--- src/rtl/dma_shared_ram_port.sv ---
// Single-port arbiter for the 8 KB shared work/sprite RAM: CPU has absolute priority,
// the video DMA reader is served from a hold register backed by a 1-entry sequential prefetch.
// Read data returns RD_LAT cycles after issue; dma_wait holds the reader until its byte is held.
module dma_shared_ram_port #(
  parameter int AW     = 13,
  parameter int DW     = 8,
  parameter int RD_LAT = 1
) (
  input  logic          clk_sys,
  input  logic          reset,
  input  logic [AW-1:0] cpu_addr,
  input  logic          cpu_rd,
  input  logic          cpu_wr,
  input  logic [DW-1:0] cpu_din,
  output logic [DW-1:0] cpu_dout,
  input  logic [AW-1:0] dma_addr,
  input  logic          dma_en,
  output logic          dma_wait,
  output logic [DW-1:0] dma_data,
  output logic [AW-1:0] ram_addr,
  output logic          ram_we,
  output logic [DW-1:0] ram_din,
  input  logic [DW-1:0] ram_dout
);

  typedef enum logic [1:0] {SRC_CPU = 2'd0, SRC_DMA = 2'd1, SRC_PF = 2'd2} src_e;

  // read pipe: one entry per cycle of RAM read latency
  logic [RD_LAT-1:0] pipe_vld_q, pipe_vld_d, pipe_kill;
  src_e              pipe_src_q  [RD_LAT];
  src_e              pipe_src_d  [RD_LAT];
  logic [AW-1:0]     pipe_addr_q [RD_LAT];
  logic [AW-1:0]     pipe_addr_d [RD_LAT];

  // hold register (byte presented to the reader) and prefetch slot
  logic          hold_vld_q, hold_vld_d;
  logic [AW-1:0] hold_addr_q, hold_addr_d;
  logic [DW-1:0] dma_data_q, dma_data_d;
  logic          pf_vld_q, pf_vld_d;
  logic [AW-1:0] pf_addr_q, pf_addr_d;
  logic [DW-1:0] pf_data_q, pf_data_d;
  logic [DW-1:0] cpu_dout_q;

  logic          cpu_op, cpu_wr_eff;
  logic          hit, pf_match, dma_inflight, pf_inflight;
  logic          dma_issue, pf_issue, promote;
  logic          iss_vld;
  src_e          iss_src;
  logic [AW-1:0] pf_next_addr, ret_addr, ret_next_addr;
  logic          ret_vld, ret_cpu, ret_dp, ret_to_hold, ret_to_pf;
  src_e          ret_src;

  // rd+wr together is a write; nothing reaches the RAM while reset is high
  assign cpu_op     = (cpu_rd | cpu_wr) & ~reset;
  assign cpu_wr_eff = cpu_wr & ~reset;

  assign hit      = hold_vld_q & (hold_addr_q == dma_addr);
  assign dma_wait = reset | (dma_en & ~hit);
  assign pf_match = pf_vld_q & (pf_addr_q == dma_addr);

  assign pf_next_addr = hold_addr_q + 1'b1;

  // scan the pipe for in-flight reader traffic and entries a CPU write or dma_en drop must kill
  always_comb begin
    dma_inflight = 1'b0;
    pf_inflight  = 1'b0;
    pipe_kill    = '0;
    for (int i = 0; i < RD_LAT; i++) begin
      if (pipe_vld_q[i] && pipe_src_q[i] != SRC_CPU) begin
        if (pipe_addr_q[i] == dma_addr) dma_inflight = 1'b1;
        if (!dma_en || (cpu_wr_eff && cpu_addr == pipe_addr_q[i])) pipe_kill[i] = 1'b1;
      end
      if (pipe_vld_q[i] && pipe_src_q[i] == SRC_PF) pf_inflight = 1'b1;
    end
  end

  assign dma_issue = ~reset & dma_en & dma_wait & ~dma_inflight & ~pf_match & ~cpu_op;
  assign pf_issue  = ~reset & hold_vld_q & dma_en & ~pf_vld_q & ~pf_inflight
                   & ~cpu_op & ~dma_issue;
  assign promote   = dma_en & pf_match & ~hit & ~(cpu_wr_eff & (cpu_addr == pf_addr_q));

  // port mux: CPU, then reader miss, then prefetch
  always_comb begin
    ram_addr = cpu_addr;
    iss_vld  = 1'b0;
    iss_src  = SRC_CPU;
    if (cpu_op) begin
      iss_vld = cpu_rd & ~cpu_wr;
    end else if (dma_issue) begin
      ram_addr = dma_addr;
      iss_vld  = 1'b1;
      iss_src  = SRC_DMA;
    end else if (pf_issue) begin
      ram_addr = pf_next_addr;
      iss_vld  = 1'b1;
      iss_src  = SRC_PF;
    end
  end

  assign ram_we  = cpu_wr_eff;
  assign ram_din = cpu_din;

  // return stage: a kill in the return cycle means a same-cycle write wins over the return
  assign ret_vld       = pipe_vld_q[RD_LAT-1];
  assign ret_src       = pipe_src_q[RD_LAT-1];
  assign ret_addr      = pipe_addr_q[RD_LAT-1];
  assign ret_next_addr = ret_addr + 1'b1;
  assign ret_cpu       = ret_vld & (ret_src == SRC_CPU);
  assign ret_dp        = ret_vld & (ret_src != SRC_CPU) & ~pipe_kill[RD_LAT-1];
  assign ret_to_hold   = ret_dp & (ret_addr == dma_addr);
  assign ret_to_pf     = ret_dp & ~ret_to_hold & (ret_src == SRC_PF);

  // shift the read pipe, dropping killed reader entries as they advance
  always_comb begin
    pipe_vld_d[0]  = iss_vld;
    pipe_src_d[0]  = iss_src;
    pipe_addr_d[0] = ram_addr;
    for (int i = 1; i < RD_LAT; i++) begin
      pipe_vld_d[i]  = pipe_vld_q[i-1] & ~pipe_kill[i-1];
      pipe_src_d[i]  = pipe_src_q[i-1];
      pipe_addr_d[i] = pipe_addr_q[i-1];
    end
  end

  // hold/prefetch next state: invalidations first, then loads
  always_comb begin
    hold_vld_d  = hold_vld_q;
    hold_addr_d = hold_addr_q;
    dma_data_d  = dma_data_q;
    pf_vld_d    = pf_vld_q;
    pf_addr_d   = pf_addr_q;
    pf_data_d   = pf_data_q;
    if (!dma_en) begin
      hold_vld_d = 1'b0;
      pf_vld_d   = 1'b0;
    end
    if (cpu_wr_eff && cpu_addr == hold_addr_q) hold_vld_d = 1'b0;
    if (cpu_wr_eff && cpu_addr == pf_addr_q)   pf_vld_d   = 1'b0;
    if (promote) begin
      hold_vld_d  = 1'b1;
      hold_addr_d = pf_addr_q;
      dma_data_d  = pf_data_q;
      pf_vld_d    = 1'b0;
    end
    if (ret_to_hold) begin
      hold_vld_d  = 1'b1;
      hold_addr_d = ret_addr;
      dma_data_d  = ram_dout;
      // reader jumped: a prefetch that no longer follows the hold can never be used
      if (pf_vld_q && pf_addr_q != ret_next_addr) pf_vld_d = 1'b0;
    end
    if (ret_to_pf) begin
      pf_vld_d  = 1'b1;
      pf_addr_d = ret_addr;
      pf_data_d = ram_dout;
    end
  end

  // register pipe, hold, prefetch and CPU read data
  always_ff @(posedge clk_sys) begin
    if (reset) begin
      pipe_vld_q <= '0;
      for (int i = 0; i < RD_LAT; i++) begin
        pipe_src_q[i]  <= SRC_CPU;
        pipe_addr_q[i] <= '0;
      end
      hold_vld_q  <= 1'b0;
      hold_addr_q <= '0;
      dma_data_q  <= '0;
      pf_vld_q    <= 1'b0;
      pf_addr_q   <= '0;
      pf_data_q   <= '0;
      cpu_dout_q  <= '0;
    end else begin
      pipe_vld_q <= pipe_vld_d;
      for (int i = 0; i < RD_LAT; i++) begin
        pipe_src_q[i]  <= pipe_src_d[i];
        pipe_addr_q[i] <= pipe_addr_d[i];
      end
      hold_vld_q  <= hold_vld_d;
      hold_addr_q <= hold_addr_d;
      dma_data_q  <= dma_data_d;
      pf_vld_q    <= pf_vld_d;
      pf_addr_q   <= pf_addr_d;
      pf_data_q   <= pf_data_d;
      if (ret_cpu) cpu_dout_q <= ram_dout;
    end
  end

  assign cpu_dout = cpu_dout_q;
  assign dma_data = dma_data_q;

endmodule

--- config.mk ---
export PLATFORM = sky130hd
export DESIGN_NAME = dma_shared_ram_port
export DESIGN_NICKNAME = d
export VERILOG_FILES = /design/src/rtl/dma_shared_ram_port.sv
export SDC_FILE = /design/constraint.sdc
export NUM_CORES = 1
export LEC_CHECK = 0
export ABC_AREA = 1
export BUFFER_PORTS_ARGS = -buffer_cell sky130_fd_sc_hd__clkbuf_2
export CELL_PAD_IN_SITES_DETAIL_PLACEMENT = 1
export CELL_PAD_IN_SITES_GLOBAL_PLACEMENT = 2
export CORE_ASPECT_RATIO = 1.5
export CORE_MARGIN = 3
export CORE_UTILIZATION = 30
export CTS_BUF_LIST = sky130_fd_sc_hd__clkbuf_4
export DETAILED_ROUTE_END_ITERATION = 8
export PLACE_DENSITY_LB_ADDON = 0.1
export SYNTH_ARGS = -nofsm -noshare
export SYNTH_HDL_FRONTEND = slang
export SYNTH_SLANG_ARGS = --single-unit
--- constraint.sdc ---
create_clock -name clk_sys -period 2.7 [get_ports clk_sys]
set_clock_uncertainty 0.1 [all_clocks]
set_input_delay 0 -clock clk_sys [delete_from_list [all_inputs] [get_ports clk_sys]]
set_output_delay 0 -clock clk_sys [all_outputs]
set_load 0.02 [all_outputs]
Word-level counts from Yosys, hierarchy flattened
Memory sizes are Yosys's and may differ from the RTL's.
Index checks and enable logic that the tools add are counted.
{"block": "word_totals", "latchBits": 0, "memories": 2, "ff_bits": 53, "ramBits": 15, "inputBits": 47, "elab_cells": 110, "out_inout_bits": 39, "romBits": 0}
{"name": "pipe_addr_q", "words": 1, "word_bits": 13, "read_ports": 1, "rd_clocked_by_memory_dff": 0, "wr": 1, "line_no": "32", "source": "logic [AW-1:0] pipe_addr_q [RD_LAT];"}
{"name": "pipe_src_q", "words": 1, "word_bits": 2, "read_ports": 1, "rd_clocked_by_memory_dff": 0, "wr": 1, "line_no": "30", "source": "src_e pipe_src_q [RD_LAT];"}
{"block": "classes", "bitwise_logic": 41, "magnitude_cmp": 0, "shifts": 0, "reduce_logical": 13, "n_div": 0, "eq_ne": 9, "multipliers": 0, "muxes": 35, "add_sub_neg": 2}
{"op": "13-bit == test", "n": 6}
{"op": "13-bit 2-to-1 mux", "n": 6}
{"op": "1-bit AND", "n": 27}
{"op": "13-bit by 1-bit adder with 13-bit output (second input constant)", "n": 2}
{"op": "1-bit 2-to-1 mux", "n": 23}
{"op": "8-bit 2-to-1 mux", "n": 2}
{"op": "13-bit != test", "n": 1}
{"op": "13-bit OR reduction", "n": 1}
{"op": "1-bit NOT", "n": 12}
{"op": "2-bit 2-to-1 mux", "n": 4}
{"op": "1-bit logical AND", "n": 6}
{"op": "4-bit by 1-bit != test with 1-bit output (second input constant)", "n": 1}
{"op": "2-bit nonzero test", "n": 2}
{"op": "2-bit == test (second input constant)", "n": 1}
{"op": "2-bit logical NOT", "n": 1}
{"op": "1-bit bitwise OR", "n": 2}
{"op": "2-bit OR reduction", "n": 1}
{"op": "1-bit logical NOT", "n": 1}
{"op": "1-bit logical OR", "n": 1}

Longest topological paths before layout
Gate-level depths: netlist of run 1.
{"block": "depth", "word_depth": 15, "mapped_depth": 16, "mapped_depth_nobuf": 16}

Worst setup path before layout of run 1
OpenSTA, ideal clock, no wires.
{"block": "synth_path", "path_kind": "flip-flop to flip-flop", "from": "register hold_addr_q[0]", "to": "memory pipe_addr_q[0][12]", "slack_ns": 0.813, "stages_incl_launch_ff": 12, "arrival_time_ns": 1.670, "n_path_buf": 0, "setup_ns": 0.118, "t_required_ns": 2.482, "period_less_slack_ns": 1.887, "path_cell_list": "dfxtp_1 -> ha_1 -> nand2_1 -> nor2_1 -> nand3_1 -> nor2_1 -> nand4_1 -> or2_1 -> nand4_1 -> nand3_1 -> nand2_1 -> nor2_1"}
{"block": "synth_between", "elab_chain_len": 15, "elab_cells_between_ends": 16, "cone_classes": "1 x add/sub; 1 x eq/ne; 4 x mux; 10 x bitwise"}
{"item": "start, declared", "line_no": "37", "source": "logic [AW-1:0] hold_addr_q, hold_addr_d;"}
{"item": "start signal, assigned", "line_no": "181", "source": "hold_addr_q <= hold_addr_d;"}
{"item": "13-bit == test", "line_no": "57", "source": "assign hit = hold_vld_q & (hold_addr_q == dma_addr);"}
{"item": "1-bit AND", "line_no": "57"}
{"item": "1-bit NOT", "line_no": "58", "source": "assign dma_wait = reset | (dma_en & ~hit);"}
{"item": "1-bit AND", "line_no": "58"}
{"item": "1-bit bitwise OR", "line_no": "58"}
{"item": "1-bit AND (4 in series)", "line_no": "77", "source": "assign dma_issue = ~reset & dma_en & dma_wait & ~dma_inflight & ~pf_match & ~cpu_op;"}
{"item": "1-bit NOT", "line_no": "79", "source": "& ~cpu_op & ~dma_issue;"}
{"item": "1-bit AND", "line_no": "79"}
{"item": "13-bit 2-to-1 mux", "line_no": "93", "source": "end else if (pf_issue) begin"}
{"item": "13-bit 2-to-1 mux (*)", "line_no": "89", "source": "end else if (dma_issue) begin"}
{"item": "13-bit 2-to-1 mux (*)", "line_no": "87", "source": "if (cpu_op) begin"}
{"item": "13-bit 2-to-1 mux (no source line) (*)"}
{"item": "end, declared", "line_no": "32"}
Mark *: on every way between the ends. The rest lies on a longest branch, timed or not.

Final worst setup path of run 1
{"block": "layout_path", "from": "register pf_addr_q[0]", "to": "output ram_addr[4]"}
{"block": "layout_between", "elab_chain_len": 10}
{"item": "start, declared", "line_no": "40", "source": "logic [AW-1:0] pf_addr_q, pf_addr_d;"}
{"item": "start signal, assigned", "line_no": "184", "source": "pf_addr_q <= pf_addr_d;"}
{"item": "13-bit == test (*)", "line_no": "59", "source": "assign pf_match = pf_vld_q & (pf_addr_q == dma_addr);"}
{"item": "1-bit AND (*)", "line_no": "59"}
{"item": "1-bit NOT (*)", "line_no": "77"}
{"item": "1-bit AND (*) (2 in series)", "line_no": "77"}
{"item": "1-bit NOT", "line_no": "79"}
{"item": "1-bit AND", "line_no": "79"}
{"item": "13-bit 2-to-1 mux", "line_no": "93"}
{"item": "13-bit 2-to-1 mux (*)", "line_no": "89"}
{"item": "13-bit 2-to-1 mux (*)", "line_no": "87"}
{"item": "end, declared", "line_no": "20", "source": "output logic [AW-1:0] ram_addr,"}
Marks and branches as above.

==> metrics.txt, run 1 <==
max cap viols=0; post-synthesis instance area=5410 um2; Syn Inst Count=944; Gate power share=24.0%; FF+latch count, synth=68; Iter 0 DRT Violations=347; DP Wirelength=21.2 mm; startpoint type of the worst setup path=flip-flop; Hold Path Class=input port to flip-flop; total gr overflow=0; register area=1430 um2; static leakage=3.23 nW; Seq/Total Area, Yosys=25.2%; part of the cycle the worst path needs=95.2%; Row Count=59; share of cells above drive strength 1=19.1%; die height=170 um; largest net degree at the start of global routing=59; maximum clock insertion buffer count=2; via count=6366; Total Routing Usage GR=27.2%; footprint of the multi-input gates=3440 um2; dpl cell area=5920 um2; Initial Util=30.9%; final hold vios=0; total CTS buffers=9; clock latency on the worst-skew pair=0.48 ns; H-tree levels=3; Clock transition at path regs=0.13 ns; Worst EP arrival=2.47 ns; NetSw=831 uW; clk sink count=68; Final Max Slew Viols=0; peak supply drop=0.228 mV; YS warnings=0; P_int=1.49 mW; GP Congestion=0.919; Async SR Flop Fraction=0%; Final setup viols=0; main flop type after synthesis=dfxtp_1; WL per Instance=20.5 um; Syn Area/Cell=5.73 um2; outcome=finished clean; Worst setup EP type=primary output; IO Count=86; antenna-violating nets left=0; Core Region=17500 um2; syn nets=993; final net count=1100; vias in the first global route=6688; post-synthesis cell type count=41; Seq pwr share=45.2%; WS Path Type=flip-flop to primary output; Port Buffer Count=69; fillcell total=2426; TritonRoute pass-1 iters=4; crit-path max FO=16; Clock Root Buffer=clkbuf_4; routed wire length=26.1 mm; Setup TNS Final=0 ns; count leader, synth=nand2_1; vias per inst=5.02; Syn-to-layout area delta=23.0%; total power per unit cell area=349 nW/um2; first-pass GRT wire length=39.6 mm; drc violations=0; Crit path required time=2.60 ns; Worst-Margin Slew=0.637 ns; antenna violations before repair=1; Die W=116 um; Slew Limit Headroom=57.4%; final instance area=6650 um2; top cells by count, synth=nand2_1, nor2_1, inv_1, dfxtp_1, o21ai_0; Clock power frac=30.8%; CTS tree=done; Area contributors post-synth=dfxtp_1, nand2_1, nor2_1; switch share=35.8%; die area=19700 um2; EDFF count, synth=0; Peak Freq=0.389 GHz; fin crit period=2.57 ns; leading area contributor after synthesis=dfxtp_1; top cell type's share of synthesized area=25.2%
## cells in the final DEF, fill, tap and decap left out, types with 2 or more instances in the layout
| cell type | instances |
|---|---|
| nand3_4 | 2 |
| dfxtp_4 | 12 |
| clkinv_4 | 2 |
| nor2_1 | 162 |
| a221oi_1 | 2 |
| nor3_1 | 14 |
| nand3_1 | 43 |
| clkbuf_4 | 9 |
| clkbuf_2 | 68 |
| nand2_1 | 317 |
| inv_1 | 74 |
| nor2_2 | 7 |
| a21oi_1 | 19 |
| o2111ai_1 | 3 |
| clkinv_1 | 6 |
| nand2_2 | 5 |
| dfxtp_2 | 18 |
| ha_1 | 2 |
| dlygate4sd3_1 | 43 |
| o22ai_1 | 8 |
| dfxtp_1 | 38 |
| xor2_1 | 17 |
| nand3b_1 | 3 |
| xnor2_1 | 15 |
| nand3_2 | 2 |
| buf_4 | 20 |
| nand4_1 | 15 |
| o21ai_0 | 48 |
| buf_12 | 2 |
| inv_4 | 2 |
| a21oi_2 | 2 |
| o211ai_2 | 7 |
| inv_2 | 29 |
| o21ai_1 | 19 |
| clkinvlp_4 | 2 |
| nor2_4 | 5 |
## sequential cells by signal (all words and copies together), names as in the netlist
name	cells
cpu_dout	8
dma_data	8
hold_addr_q	13
hold_vld_q	1
pf_addr_q	13
pf_data_q	8
pf_vld_q	1
pipe_addr_q	13
pipe_src_q	2
pipe_vld_q	1
## worst paths after layout
kind | startpoint | to | slack (ns) | cells after the start
worst min register to register | pf_data_q[3] | pf_data_q[3] | 0.40 | 2
worst max-delay path | pf_addr_q[0] | ram_addr[4] | 0.13 | 15
worst max register to register | pf_addr_q[12] | pipe_addr_q[0][1] | 0.15 | 13
worst min-delay path | cpu_addr[12] | pipe_addr_q[0][12] | 0.04 | 5
## layer usage
metal | track usage, % | part of all wire, % | vias to the layer above
met5 | 0 | 0 | -
met4 | 11.7 | 4.0 | 0
met3 | 2.77 | 2.6 | 42
met2 | 51.0 | 54 | 137
met1 | 30.7 | 40 | 3024
li1 | - | - | 3163
## area by class of cell
type,instances,area share [%]
multi-input cells,728,51.7
diodes,1,0.0376
well taps,213,4.01
clock buffers,9,1.02
repair buffers,134,14.5
flip-flops and latches,68,21.5
clock inverters,6,0.997
inverters,110,6.28
## cells by family after synthesis
logic type | share of synthesized area [%]
and+or+nand+nor | 44.7
buffers and inverters | 12.2
AOI/OAI and AO/OA | 12.3
DFF | 25.2
xor gates and xnor gates | 5.18
adders and majority gates | 0.462
## metrics by stage
step | hold WS [ns] | util (%) | cells | setup slack (ns) | power, mW
final | 0.0374 | 38.0 | 1269 | 0.130 | 2.32
after detailed placement | -0.0999 | 33.9 | 1206 | 0.238 | 1.57
after global placement | -0.0999 | 33.9 | 1206 | 0.241 | 1.57
after CTS | 0.00324 | 37.4 | 1265 | 0.00454 | 2.36
after floorplan | 0.0126 | - | 944 | 0.813 | 1.37
after global routing | 0.0592 | 38.0 | 1269 | -0.00685 | 2.45
## timing repair
item / CTS / global route
setup endpoints to repair: 13 / 16
gates resized for setup: 25 / 38
hold endpoints to repair: 50 / 0
pin swaps: 1 / 2
buffers inserted: 1 / 3
hold buffers: 43 / 0
## power by group through the flow
stage | Sequential (mW) | Combinational (mW) | Clock, mW
finish | 1.05 | 0.558 | 0.714
global route | 1.05 | 0.612 | 0.782
CTS | 1.06 | 0.554 | 0.749
detailed placement | 1.08 | 0.491 | 0
global placement | 1.08 | 0.491 | 0
floorplan | 1.07 | 0.304 | 0
## critical path, stage by stage (launching register included)
cell	delay, ns
dfxtp_4	0.40
inv_1	0.07
nand2_1	0.13
nand3_1	0.14
nor2_1	0.16
nand2_1	0.08
nor2_2	0.17
nor2_2	0.07
nand3_4	0.10
buf_12	0.15
nand2_1	0.07
nand2_1	0.06
nand2_1	0.05
nand2_1	0.08
nand2_1	0.07
clkbuf_2	0.17
Note: power is estimated with default switching activity, not from simulation.
==> inputs of run 2 (changes only) <==
- clock period: 2.7 -> 2.9 ns (I/O delays scaled with it)
==> run 2 against run 1 <==
Compared with the run above: via count rose by 0.68%; highest routed layer unchanged; critical path depth fell by 5; clock power fell by 13%.
==> metrics.txt, run 2 (synthesized netlist as in run 1, its figures left out) <==
outcome=finished clean; Worst EP arrival=3.00 ns; Worst setup EP type=flip-flop; GP Congestion=0.916; worst-case reg-to-reg path depth=12; total CTS buffers=9; Iter 0 DRT Violations=242; Non-Filler Instances=1265; CP most frequent cell=dlygate4sd3_1; maximum clock insertion buffer count=2; Clock Root Buffer=clkbuf_4; Slew Limit Headroom=40.2%; top flop regs=hold_addr_q x13, pf_addr_q x13, pipe_addr_q x13; TritonRoute pass-1 iters=5; largest net degree at the start of global routing=59; most frequent cells in the layout=nand2_1, nor2_1, inv_1; via count=6409; most common cell after layout, fill and taps aside=nand2_1; Final setup viols=0; antenna violations before repair=1; crit-path max FO=58; CTS tree=done; Syn-to-layout area delta=20.9%; critical path depth in cells=10; Final WS setup=0.162 ns; Port Buffer Count=69; Final Max Slew Viols=0; share of cells above drive strength 1=18.0%; Core Region=17500 um2; DP Wirelength=20.9 mm; Setup TNS Final=0 ns; Initial Util=30.9%; Row Count=59; Worst path max stage delay=0.58 ns; Hold Path Class=input port to flip-flop; final net count=1095; total gr overflow=0; final hold vios=0; slowest stage cell, crit path=dlygate4sd3_1; IO Count=86; routed wire length=25.9 mm; total power per unit cell area=323 nW/um2; startpoint type of the worst setup path=input port; Total Routing Usage GR=26.9%; WS Path Type=input port to flip-flop; peak supply drop=0.154 mV; drc violations=0; fin util=37.4%; Min Hold Slack=0.0313 ns; die height=170 um; dpl ws=0.423 ns; first-pass GRT wire length=39.0 mm; Clock transition at path regs=0.13 ns; Crit path required time=3.16 ns; CP Buf/Inv Count=6; clock latency on the worst-skew pair=0.47 ns; clk sink count=68; vias per inst=5.07; placed cell count=1203; WL per Instance=20.5 um; register-to-register setup slack=0.17 ns; Worst-Margin Slew=0.887 ns; crit-path leading delay family=buffers and inverters; Peak Freq=0.365 GHz; Die W=116 um; H-tree levels=3; Hold Path Depth=7; max cap viols=0; antenna-violating nets left=0; static leakage=3.17 nW; crit-path cells=dlygate4sd3_1 > clkbuf_2 > clkinv_1 > buf_4 > o21ai_0 > inv_1 > nand2_1 > o21ai_1 > dlygate4sd3_1 > nor2_1; part of the cycle the worst path needs=94.4%; fin crit period=2.74 ns; vias in the first global route=6603; die area=19700 um2
==> run 2: final timing paths <==
| path | from | endpoint |
|---|---|---|
| max | reset | pipe_addr_q[0][1] |
| min | dma_addr[9] | pipe_addr_q[0][9] |
| max reg2reg | pipe_addr_q[0][2] | pipe_addr_q[0][3] |
| min reg2reg | pf_data_q[2] | pf_data_q[2] |
==> run 2: through the flow <==
stage | power, mW | instance area, um2
3_3_place_gp | 1.45 | 5910
6_report | 2.11 | 6540
4_1_cts | 2.14 | 6480
3_5_place_dp | 1.45 | 5910
5_1_grt | 2.23 | 6540
2_1_floorplan | 1.28 | 5410
==> run 2: layout make-up <==
type | count | area [um2]
diodes | 1 | 2.50
clock buffers | 10 | 75.1
clock inverters | 6 | 48.8
fillers | 2409 | 11000
inverters | 110 | 418
multi-input cells | 728 | 3410
flip-flops and latches | 68 | 1400
well taps | 213 | 267
repair buffers | 129 | 928
==> run 2: repair_timing <==
| action | 4_1_cts | 5_1_grt |
|---|---|---|
| hold buffers | 43 | 0 |
| resized for setup | 11 | 25 |
| pin swaps | 0 | 1 |
| buffers inserted | 0 | 2 |
| hold endpoints to repair | 49 | 0 |
| cloned | 0 | 0 |
| endpoints found under the setup margin | 3 | 20 |
==> run 2: report_power, final <==
| part | internal [mW] | switching (mW) |
|---|---|---|
| logic | 0.179 | 0.322 |
| clock network | 0.192 | 0.430 |
| registers | 0.953 | 0.0374 |
==> run 2: per-layer routing <==
layer / vias up / track usage, % / part of all wire (%)
met5: - / 0 / 0
met4: 0 / 12.4 / 4.9
met3: 55 / 2.81 / 3.2
met2: 155 / 50.2 / 53
met1: 3037 / 29.9 / 39
li1: 3162 / - / -
==> run 2: worst min-delay path, stage by stage <==
cell	delay (ns)
clkbuf_2	0.15
nand3_1	0.11
nand2_1	0.04
inv_1	0.04
nand3_1	0.08
nand2_1	0.10
nor2_1	0.04
==> inputs of run 3 (changes only) <==
- PLACE_DENSITY: not set -> 0.84
- PLACE_DENSITY_LB_ADDON: 0.1 -> not set
==> run 3 against run 2 <==
Compared with the run above: via count grew 1.3%; utilization shrank 0.057 points; die area is the same; combinational power is essentially flat; maximum frequency shrank 2.5%; sequential cell count is the same; largest power group unchanged; non-clock buffer count shrank 1; cell count is essentially flat; hold slack lost 0.0062 ns.
==> metrics.txt, run 3 (synthesized netlist as in run 1, its figures left out) <==
outcome=finished clean; fin util=37.3%; routed wire length=25.4 mm; Hold Path Class=input port to flip-flop; fillcell total=2381; worst r2r dst=pipe_addr_q[0][6]; total CTS buffers=9; Total Routing Usage GR=26.1%; vias in the first global route=6879; register area=1390 um2; total gr overflow=0; peak supply drop=0.246 mV; Worst EP arrival=3.09 ns; largest net degree at the start of global routing=58; Power Total=2.19 mW; share of cells above drive strength 1=17.4%; Non-Filler Instances=1264; TritonRoute pass-1 iters=5; final hold vios=0; Clock Root Buffer=clkbuf_4; Row Count=59; fin crit period=2.81 ns; Final setup viols=0; Core Region=17500 um2; Worst-Margin Slew=0.577 ns; Slew Limit Headroom=61.5%; antenna-violating nets left=0; H-tree levels=3; first-pass GRT wire length=38.5 mm; dpl cell area=5890 um2; crit-path max FO=13; Syn-to-layout area delta=20.7%; drc violations=0; CTS tree=done; clk sink count=68; Iter 0 DRT Violations=324; WL per Instance=20.1 um; Hold Path Depth=5; vias per inst=5.14; most frequent cells in the layout=nand2_1, nor2_1, inv_1; worst-case reg-to-reg path depth=13; static leakage=3.20 nW; reg2reg start=hold_addr_q[6]; final instance area=6530 um2; top flop regs=hold_addr_q x13, pf_addr_q x13, pipe_addr_q x13; die height=170 um; Endpoint, Worst Hold=pipe_addr_q[0][2]; GP Congestion=0.929; max cap viols=0; part of the cycle the worst path needs=96.9%; Final Max Slew Viols=0; Worst setup EP type=flip-flop; Initial Util=30.9%; startpoint type of the worst setup path=flip-flop; CP most frequent cell=nand2_1; footprint of the multi-input gates=3420 um2; register-to-register setup slack=0.09 ns; clock latency on the worst-skew pair=0.46 ns; DP Wirelength=20.2 mm; maximum clock insertion buffer count=2; antenna violations before repair=1; final net count=1094; Crit path required time=3.19 ns; slowest stage cell, crit path=dlygate4sd3_1; WS Path Type=flip-flop to flip-flop; Worst path max stage delay=0.59 ns; total power per unit cell area=335 nW/um2; Port Buffer Count=69; most common cell after layout, fill and taps aside=nand2_1; via count=6494; placed cell count=1201; hold_sp=cpu_addr[2]; Clock transition at path regs=0.13 ns; die area=19700 um2; crit-path cells=nand2_1 > o21ai_1 > nor2_1 > nand2_1 > nor2_2 > a21oi_4 > nand3_4 > inv_2 > nand2_1 > o211ai_2 > dlygate4sd3_1 > nand2_1 > inv_1; Die W=116 um; IO Count=86; Peak Freq=0.356 GHz
[run 3: critical path: cells and delay by family, from the launching register on]
family | cells | cell delay, ns
and+or+nand+nor | 7 | 0.68
buffers and inverters | 3 | 0.93
AOI/OAI and AO/OA | 3 | 0.48
DFF | 1 | 0.56
[run 3: worst max-delay path by stage]
stage	startpoint	cells after the start	endpoint
after floorplan	hold_addr_q[0]	11	pipe_addr_q[0][12]
after global placement	reset	11	ram_addr[1]
after detailed placement	reset	11	ram_addr[1]
after CTS	pf_addr_q[3]	16	ram_addr[1]
after global routing	hold_addr_q[6]	13	ram_addr[10]
final	hold_addr_q[6]	13	pipe_addr_q[0][6]
[run 3: layout make-up]
class | count | area share, %
Antenna cell | 1 | 0.0383
Clock buffer | 10 | 1.15
Clock inverter | 6 | 0.996
Inverter | 110 | 6.36
Multi-Input combinational cell | 728 | 52.3
Sequential cell | 68 | 21.2
Tap cell | 213 | 4.08
Timing Repair Buffer | 128 | 13.9
[run 3: power by group]
part | total (mW) | leakage (nW) | internal, mW | switching [mW]
logic | 0.502 | 2.56 | 0.176 | 0.326
registers | 0.993 | 0.561 | 0.954 | 0.0382
clock network | 0.691 | 0.0764 | 0.273 | 0.418
total | 2.19 | 3.20 | 1.40 | 0.782
[run 3: stage by stage]
step | hold slack, ns | setup WS [ns] | TNS, ns
final | 0.0251 | 0.0907 | 0
after global routing | 0.0680 | -0.0167 | -0.0460
after CTS | 0.0227 | -0.0219 | -0.0219
after detailed placement | -0.0999 | 0.258 | 0
after global placement | -0.0999 | 0.283 | 0
after floorplan | 0.0126 | 1.01 | 0
[run 3: per-layer routing]
metal / global-route usage, % / up-vias / part of all wire, %
met5: 0 / - / 0
met4: 14.8 / 0 / 6.2
met3: 2.92 / 86 / 3.8
met2: 49.2 / 206 / 53
met1: 27.5 / 3051 / 37
li1: - / 3151 / -
[run 3: what timing repair did]
item,CTS,global route
setup buffers,0,4
endpoints found under the hold margin,49,0
pin swaps,0,1
resized for setup,8,20
endpoints found under the setup margin,4,22
hold buffers,42,0
